===== src/rtl/coil_sequencer_pkg.sv =====
// Shared definitions for the coil sequencer: state encoding plus the bit
// positions of the control register and the error-flag register.
package coil_sequencer_pkg;

    typedef enum logic [2:0] {
        ST_IDLE  = 3'd0,
        ST_ARMED = 3'd1,
        ST_PULSE = 3'd2,
        ST_COOL  = 3'd3,
        ST_FAULT = 3'd4
    } state_t;

    localparam int CREG_ARM  = 0;
    localparam int CREG_FIRE = 1;
    localparam int CREG_CLR  = 2;

    localparam int EFLG_TMO    = 0;
    localparam int EFLG_BLK    = 1;
    localparam int EFLG_NARM   = 2;
    localparam int EFLG_ORD    = 3;
    localparam int EFLG_ABT    = 4;
    localparam int EFLG_IDX_LO = 5;
    localparam int EFLG_IDX_HI = 6;
    localparam int EFLG_FLT    = 7;

    localparam logic [23:0] ACC_MAX = 24'hFF_FFFF;

endpackage


===== src/rtl/coil_sequencer_sync2.sv =====
// Two-flop synchronizer for asynchronous level inputs, any width.
module sync2 #(
    parameter int DATA_W = 1
) (
    input  logic              clk,
    input  logic              rst_n,
    input  logic [DATA_W-1:0] d,
    output logic [DATA_W-1:0] q
);

    logic [DATA_W-1:0] d_p0;

    always_ff @(posedge clk or negedge rst_n) begin
        if (!rst_n) begin
            d_p0 <= '0;
            q    <= '0;
        end else begin
            d_p0 <= d;
            q    <= d_p0;
        end
    end

endmodule


===== src/rtl/coil_sequencer.sv =====
// Multi-stage coil sequencer: fires coils in order as the projectile reaches
// each gate, measures transit time and latches sticky error flags.
module coil_sequencer
    import coil_sequencer_pkg::*;
#(
    parameter int NCOIL     = 4,
    parameter int PULSE_MAX = 50000,
    parameter int COOLDOWN  = 100000
) (
    input  logic             I_clk,
    input  logic             I_rst_n,
    input  logic [7:0]       I_creg,
    input  logic [NCOIL-1:0] I_sense,
    output logic [NCOIL-1:0] O_coil,
    output logic [7:0]       O_eflg,
    output logic [23:0]      O_acc,
    output logic             O_busy
);

    localparam logic [23:0] PULSE_LAST = 24'(PULSE_MAX - 1);
    localparam logic [23:0] COOL_LAST  = 24'(COOLDOWN - 1);
    localparam logic [2:0]  K_LAST     = 3'(NCOIL - 1);

    state_t           state, state_d;
    logic [2:0]       k, k_d;
    logic [23:0]      timer, timer_d;
    logic [23:0]      acc, acc_d;
    logic [7:0]       eflg, eflg_d;
    logic [7:0]       set_bits;
    logic             rec_idx;
    logic [NCOIL-1:0] s, s_above, coil, coil_d;
    logic             fire_q, clr_q;
    logic             arm, fire, clr, s_cur, ahead;
    logic             unused_creg;

    sync2 #(.DATA_W(NCOIL)) u_sense_sync (
        .clk   (I_clk),
        .rst_n (I_rst_n),
        .d     (I_sense),
        .q     (s)
    );

    assign arm         = I_creg[CREG_ARM];
    assign fire        = I_creg[CREG_FIRE] & ~fire_q;
    assign clr         = I_creg[CREG_CLR] & ~clr_q;
    assign unused_creg = ^I_creg[7:3];

    // s_cur is the gate of the active coil; ahead flags any gate beyond it
    assign s_cur   = |(s & (NCOIL'(1) << k));
    assign s_above = (s >> k) >> 1;
    assign ahead   = |s_above;

    always_comb begin
        state_d  = state;
        k_d      = k;
        timer_d  = timer;
        acc_d    = acc;
        set_bits = '0;
        rec_idx  = 1'b0;
        case (state)
            ST_IDLE: begin
                if (fire) begin
                    set_bits[EFLG_NARM] = 1'b1;
                end else if (arm && !eflg[EFLG_FLT]) begin
                    state_d = ST_ARMED;
                end
            end
            ST_ARMED: begin
                if (!arm) begin
                    state_d = ST_IDLE;
                end else if (fire) begin
                    if (|s) begin
                        set_bits[EFLG_BLK] = 1'b1;
                        set_bits[EFLG_FLT] = 1'b1;
                        rec_idx            = 1'b1;
                        state_d            = ST_FAULT;
                    end else begin
                        state_d = ST_PULSE;
                        k_d     = '0;
                        timer_d = '0;
                        acc_d   = '0;
                    end
                end
            end
            ST_PULSE: begin
                // transit clock runs from the first gate to the last one
                if (k != '0 && acc != ACC_MAX) begin
                    acc_d = acc + 24'd1;
                end
                if (ahead) begin
                    set_bits[EFLG_ORD] = 1'b1;
                    set_bits[EFLG_FLT] = 1'b1;
                    rec_idx            = 1'b1;
                    state_d            = ST_FAULT;
                    k_d                = '0;
                end else if (!arm) begin
                    set_bits[EFLG_ABT] = 1'b1;
                    rec_idx            = 1'b1;
                    state_d            = ST_IDLE;
                    k_d                = '0;
                end else if (s_cur) begin
                    timer_d = '0;
                    if (k == K_LAST) begin
                        state_d = ST_COOL;
                        k_d     = '0;
                    end else begin
                        k_d = k + 3'd1;
                    end
                end else if (timer == PULSE_LAST) begin
                    set_bits[EFLG_TMO] = 1'b1;
                    set_bits[EFLG_FLT] = 1'b1;
                    rec_idx            = 1'b1;
                    state_d            = ST_FAULT;
                    k_d                = '0;
                end else begin
                    timer_d = timer + 24'd1;
                end
            end
            ST_COOL: begin
                if (timer == COOL_LAST) begin
                    state_d = arm ? ST_ARMED : ST_IDLE;
                    timer_d = '0;
                end else begin
                    timer_d = timer + 24'd1;
                end
            end
            ST_FAULT: begin
                if (clr) begin
                    state_d = ST_IDLE;
                end
            end
            default: state_d = ST_IDLE;
        endcase

        // a flag being raised in the same cycle as CLR survives the clear
        eflg_d = clr ? 8'h00 : eflg;
        eflg_d = eflg_d | set_bits;
        if (rec_idx) begin
            eflg_d[EFLG_IDX_HI:EFLG_IDX_LO] = k[1:0];
        end

        coil_d = (state_d == ST_PULSE) ? (NCOIL'(1) << k_d) : '0;
    end

    always_ff @(posedge I_clk or negedge I_rst_n) begin
        if (!I_rst_n) begin
            state  <= ST_IDLE;
            k      <= '0;
            timer  <= '0;
            acc    <= '0;
            eflg   <= '0;
            coil   <= '0;
            fire_q <= 1'b0;
            clr_q  <= 1'b0;
        end else begin
            state  <= state_d;
            k      <= k_d;
            timer  <= timer_d;
            acc    <= acc_d;
            eflg   <= eflg_d;
            coil   <= coil_d;
            fire_q <= I_creg[CREG_FIRE];
            clr_q  <= I_creg[CREG_CLR];
        end
    end

    assign O_coil = coil;
    assign O_eflg = eflg;
    assign O_acc  = acc;
    assign O_busy = (state == ST_PULSE) || (state == ST_COOL) || (state == ST_FAULT);

endmodule


===== config.mk =====
export PLATFORM = sky130hd
export DESIGN_NAME = coil_sequencer
export DESIGN_NICKNAME = d
export VERILOG_FILES = /design/src/rtl/coil_sequencer_pkg.sv /design/src/rtl/coil_sequencer_sync2.sv /design/src/rtl/coil_sequencer.sv
export SDC_FILE = /design/constraint.sdc
export NUM_CORES = 1
export LEC_CHECK = 0
export BUFFER_PORTS_ARGS = -buffer_cell sky130_fd_sc_hd__buf_2
export CORE_ASPECT_RATIO = 0.6
export CORE_MARGIN = 4
export CORE_UTILIZATION = 30
export CTS_CLUSTER_SIZE = 8
export DETAILED_ROUTE_END_ITERATION = 8
export SYNTH_ARGS = -nofsm -noshare
export SYNTH_HDL_FRONTEND = slang
export SYNTH_SLANG_ARGS = --single-unit

===== constraint.sdc =====
create_clock -name I_clk -period 2.8 [get_ports I_clk]
set_input_delay 0.14 -clock I_clk [delete_from_list [all_inputs] [get_ports I_clk]]
set_output_delay 0.14 -clock I_clk [all_outputs]
set_load 0.02 [all_outputs]

=== Word level (Yosys, flattened, before mapping) ===
Cells that the tools add are included.

* Input bits: 14
* Word-level logic and storage cells: 109
* Bits in registers: 76

* Reduce and logical (&&, ||, !) cells: 14
* Multiplexer cells: 57
* Bitwise gates (word level): 6
* Equality and inequality tests: 16
* Shift-type cells: 3
* Add/sub/neg operators: 3

{| class="wikitable"
|+ Operator list
! operator !! count
|-
| $mux W24 || 9
|-
| $pmux W24 S3 || 1
|-
| $mux W3 || 20
|-
| $add A24 B1 Y24 const B || 2
|-
| $pmux W24 S2 || 1
|-
| $eq A24 B16 Y1 const B || 1
|-
| $eq A24 B17 Y1 const B || 1
|-
| $ne A24 B24 Y1 const B || 1
|-
| $mux W1 || 18
|-
| $pmux W3 S5 || 1
|-
| $eq A3 B2 Y1 const B || 4
|-
| $ne A2 B2 Y1 const B || 6
|-
| $mux W8 || 1
|-
| $or A8 B8 Y8 || 1
|-
| $reduce_or A4 Y1 || 2
|-
| $shl A1 B3 Y4 const A || 2
|-
| $reduce_and A7 Y1 || 1
|-
| $pmux W3 S2 || 1
|-
| $reduce_bool A3 Y1 || 2
|-
| $reduce_and A5 Y1 || 1
|-
| $and A4 B4 Y4 || 1
|-
| $mux W2 || 2
|-
| $mux W4 || 1
|-
| $pmux W1 S2 || 2
|-
| other kinds (13) || 17
|}

=== Logic depth before layout (Yosys ltp) ===
* Word-level depth: 9
* Mapped depth: 9
* Gate-level depth less buffers: 8

=== By module ===
From an unflattened synthesis, not the netlist that was laid out.

* Cells, all modules: 418
* Area, all modules: 4022.6 um^2

{| class="wikitable"
|+ By module, submodules not included
! module !! area each (um^2) !! cells an instance !! instances !! sequential area each (um^2)
|-
| coil_sequencer || 3822.4 || 410 || 1 || 1701.6
|-
| sync2 || 200.2 || 8 || 1 || 200.2
|}

=== Worst setup path before layout ===
Ideal clock, no wire load.

* Path type: register to register
* Start point: register timer[13]
* End point: register timer[11]
* Clock period less this slack: 2.519 ns
* Cell stages (with the launch flop): 8
* Slack: 0.281 ns
* Setup time: 0.118 ns
* Path buffers: 1
* Required time: 2.682 ns
* Arrival time: 2.401 ns
* Cells stage by stage: dfrtp_1 > or4_1 > or4_4 > o41ai_4 > or2_2 > buf_4 > o21bai_1 > a21o_1

* Cells in the longest elaborated chain, start to end: 3
* Elaborated cells on any way between the ends: 6

{| class="wikitable"
|+ RTL lines
! what !! line !! RTL
|-
| start: declaration || coil_sequencer.sv:26 || <nowiki>logic [23:0] timer, timer_d;</nowiki>
|-
| start signal: assignment || coil_sequencer.sv:158 || <nowiki>timer <= timer_d;</nowiki>
|-
| $eq A24 B16 Y1 or $eq A24 B17 Y1 (tied branches) || coil_sequencer.sv:109, coil_sequencer.sv:120 ||
|-
| $ne A3 B3 Y1 (no line) or $mux W24 (tied branches) || - ||
|-
| $reduce_and A7 Y1 (no line) or $pmux W24 S3 (tied branches) || - ||
|}

Parallel ways exist; a longest one is shown, timed or not.
A chain may end at the register's enable or synchronous reset.

=== Final worst setup path ===
* Start point: register timer[19]
* End point: register coil[2] (netlist: O_coil[2])

* Cells in the longest elaborated chain, start to end: 8
* Elaborated cells on any way between the ends: 16

{| class="wikitable"
|+ RTL lines
! what !! line !! RTL
|-
| $eq A24 B16 Y1 || coil_sequencer.sv:109 || <nowiki>end else if (timer == PULSE_LAST) begin</nowiki>
|-
| $mux W3 || coil_sequencer.sv:109 ||
|-
| $mux W3 || coil_sequencer.sv:101 || <nowiki>end else if (s_cur) begin</nowiki>
|-
| $mux W3 || coil_sequencer.sv:96 || <nowiki>end else if (!arm) begin</nowiki>
|-
| $mux W3 || coil_sequencer.sv:90 || <nowiki>if (ahead) begin</nowiki>
|-
| $pmux W3 S5 or $pmux W3 S2 (tied branches) || coil_sequencer.sv:60 || <nowiki>case (state)</nowiki>
|-
| $eq A3 B2 Y1 or $shl A1 B3 Y4 (tied branches) || coil_sequencer.sv:142 || <nowiki>coil_d = (state_d == ST_PULSE) ? (NCOIL'(1) << k_d) : '0;</nowiki>
|-
| $mux W4 * || coil_sequencer.sv:142 ||
|-
| via coil_d[2] || coil_sequencer.sv:31 || <nowiki>logic [NCOIL-1:0] s, s_above, coil, coil_d;</nowiki>
|-
| end signal: assignment || coil_sequencer.sv:161 || <nowiki>coil <= coil_d;</nowiki>
|-
| end: declaration || coil_sequencer.sv:31 ||
|}

Mark *: on every way through the listed nets, which the timed path passes. The rest lies on a longest branch.

==> impl_metrics.toml <==
[status]
status = "complete, but fails checks"
failed_checks = "hold timing"

[drt]
ant_nets = 0
drtPass1Iterations = 5
vias_per_cell = 5.30
wl_per_cell_um = 16.8
totalWireLength_um = 11200
first_iter_violations = 385
num_vias = 3549
drc = 0

[power_and_ir_drop]
totalPowerFinal_w = 0.00252
vdd_drop_max_uv = 269
cellPowerDensity_nw_per_um2 = 499
leakagePower_nw = 2.40

[cells_and_area]
layout_commonest_cell = "dfrtp_1"
final_cell_mix = "dfrtp_1 (76), nor2_1 (47), buf_2 (44)"
n_antenna_cell = 0
finish.net_count = 515
drive_above_1_share_pct = 22.2
areaGrowthSynthToFinish_pct = 24.2

[cts]
clock-sinks = 76
cts_buffer_depth = 2
tritoncts = "yes"
clkTransAtPathRegs_ns = 0.06
cts_made_buffers = 9
clockRootBuffer = "clkbuf_16"
h-tree-depth = 3
worst_skew_pair.late_latency_ns = 0.34

[global_route]
grt_pass1_wl_um = 18500
use_met2_pct = 18.3
gr-total-overflow = 0
grt_usage_pct = 15.1
met1_usage_pct = 25.2
grt-busiest-layer = "met1"
gr-usage-met3_pct = 3.85
grt_pass1_vias = 3389
grt_max_degree = 77
antenna_found_initial = 0

[die]
coreArea_um2 = 13100
rows = 32
initial_core_util_pct = 31.2
dieArea_um2 = 15600
io_pins = 51
die_height_um = 98.3
die_w_um = 158

[timing]
slew_headroom_pct = 35.3
setup_ws_ns = 0.0531
worst_hold_slack_ns = -0.0370
period_needed_ns = 2.75
setup_viol = 0
final_max_slew_viol_count = 0
skew_ns = 0.00529
worst_slew_pin_slew_ns = 0.971
period_share_pct = 98.1
tns_ns = 0
final_hold_viol_count = 76
rsz0062_at_grt = "yes"
max_freq_mhz = 364

[synth]
synth-main-ff-cell = "dfrtp_1"
syn_area_um2 = 4080
synth-edff-count = 0
ys_warn_count = 0
synthCells = 425
syn-num-nets = 445
synth-seq-area-share_pct = 46.7
syn_area_per_cell_um2 = 9.59
synth.distinct_cells = 62
synth_seq_cells = 76
synth-async-reset-ratio_pct = 100

[worst_setup_path]
arrival_ns = 2.95
ff2ff_setup_slack_ns = 0.05
end_kind = "flop"
critPathKind = "flop to flop"
cp_data_required_time_ns = 3.00
crit_path_max_fanout = 5
critPathLaunchType = "flop"

[placement]
dp_hpwl_um = 8210
io_buffers = 45
pre_cts_ws_ns = -0.117
gp_congestion = 0.957

[flow_run]
cap_violations = 0

[hold_path]
min_path_type = "primary input to async pin"
layer usage:
layer  wire [µm]  up-vias
li1            -     1676
met1        6070     1722
met2        4240      135
met3         775       16
met4         145        0
met5           0        -
what timing repair did:
action | CTS | global route
pin swaps | 1 | 3
resized for setup | 1 | 5
hold endpoints to repair | 6 | 0
endpoints found under the setup margin | 1 | 22
buffers inserted | 1 | 2
hold buffers | 6 | 0
critical path: stages (launching register included):
cell	delay, ns
dfrtp_1	0.40
or4_1	0.56
or4_4	0.63
or4_4	0.47
or2_1	0.29
nand4b_1	0.19
nor4_1	0.07
stage by stage:
| step | hold slack (ns) | util [%] | cell area [µm²] | cells |
|---|---|---|---|---|
| floorplan | -0.156 | - | 4080 | 425 |
| global placement | 0.250 | 35.3 | 4600 | 645 |
| detailed placement | 0.253 | 35.3 | 4600 | 645 |
| CTS | 0.00148 | 38.5 | 5020 | 668 |
| global route | 0.0405 | 38.8 | 5060 | 670 |
| finish | -0.0370 | 38.8 | 5060 | 670 |
final timing paths:
kind,start,cells past startpoint,end
hold / removal,I_rst_n,1,O_acc[23]$_DFFE_PN0P_
min in group I_clk,I_creg[0],2,O_eflg[4]$_DFF_PN0_
hold reg to reg,u_sense_sync.d_p0[3]$_DFF_PN0_,0,u_sense_sync.q[3]$_DFF_PN0_
setup / recovery,timer[19]$_DFFE_PN0P_,6,O_coil[2]$_DFF_PN0_
setup reg to reg,timer[19]$_DFFE_PN0P_,6,O_coil[2]$_DFF_PN0_
max in group asynchronous,I_rst_n,1,timer[11]$_DFFE_PN0P_
kinds of logic after synthesis:
| kind of cell | share of synthesized area (%) |
|---|---|
| AO/OA/AOI/OAI | 10.1 |
| adder cells (fa/ha/maj) | 1.84 |
| flip-flops | 46.7 |
| XOR/XNOR | 6.66 |
| buffers and inverters | 3.28 |
| multiplexers | 0.491 |
| AND/OR/NAND/NOR | 31.0 |
cell usage after synthesis, drive strengths merged, types with 2 or more instances:
master / n / area share, %
and3: 13 / 2.1
o21bai: 2 / 0.37
a21oi: 12 / 1.5
nor3b: 2 / 0.37
or3: 7 / 1.1
a22o: 2 / 0.43
mux2i: 2 / 0.49
ha: 6 / 1.8
nand3: 26 / 3.3
xor2: 20 / 4.3
xnor2: 11 / 2.4
nand4: 15 / 2.3
or2: 5 / 0.77
nand3b: 2 / 0.37
nor2: 48 / 4.4
inv: 9 / 0.83
o21ai: 18 / 2.2
and4: 4 / 0.86
or4: 8 / 1.7
clkbuf: 14 / 1.6
nor2b: 7 / 1.1
nor4: 13 / 2.7
buf: 6 / 0.89
dfrtp: 76 / 47
nand4b: 7 / 1.5
nand2: 35 / 3.2
o2bb2ai: 5 / 1.1
a2111oi: 2 / 0.58
nor3: 14 / 1.7
nand2b: 5 / 0.77
a21o: 3 / 0.55
o31ai: 5 / 0.92
and2: 5 / 0.77
state kept, by name (all words and copies together) (netlist names):
register           flops
O_acc                 24
O_coil                 4
O_eflg                 8
clr_q                  1
fire_q                 1
k                      3
state                  3
timer                 24
u_sense_sync.d_p0      4
u_sense_sync.q         4
power by group:
part | switching, W | internal (W)
Clock | 0.000462 | 0.000894
Sequential | 0.00000415 | 0.00111
Combinational | 0.0000371 | 0.0000195
Total | 0.000503 | 0.00202
cell type report:
type                            count  area (µm²)
Fill cell                        1277        7990
Clock buffer                       10         239
Sequential cell                    76        1900
Clock inverter                      6         111
Multi-Input combinational cell    320        2060
Inverter                            9        33.8
Timing Repair Buffer               79         502
Tap cell                          170         213
Power figures use the tool's default switching activity.
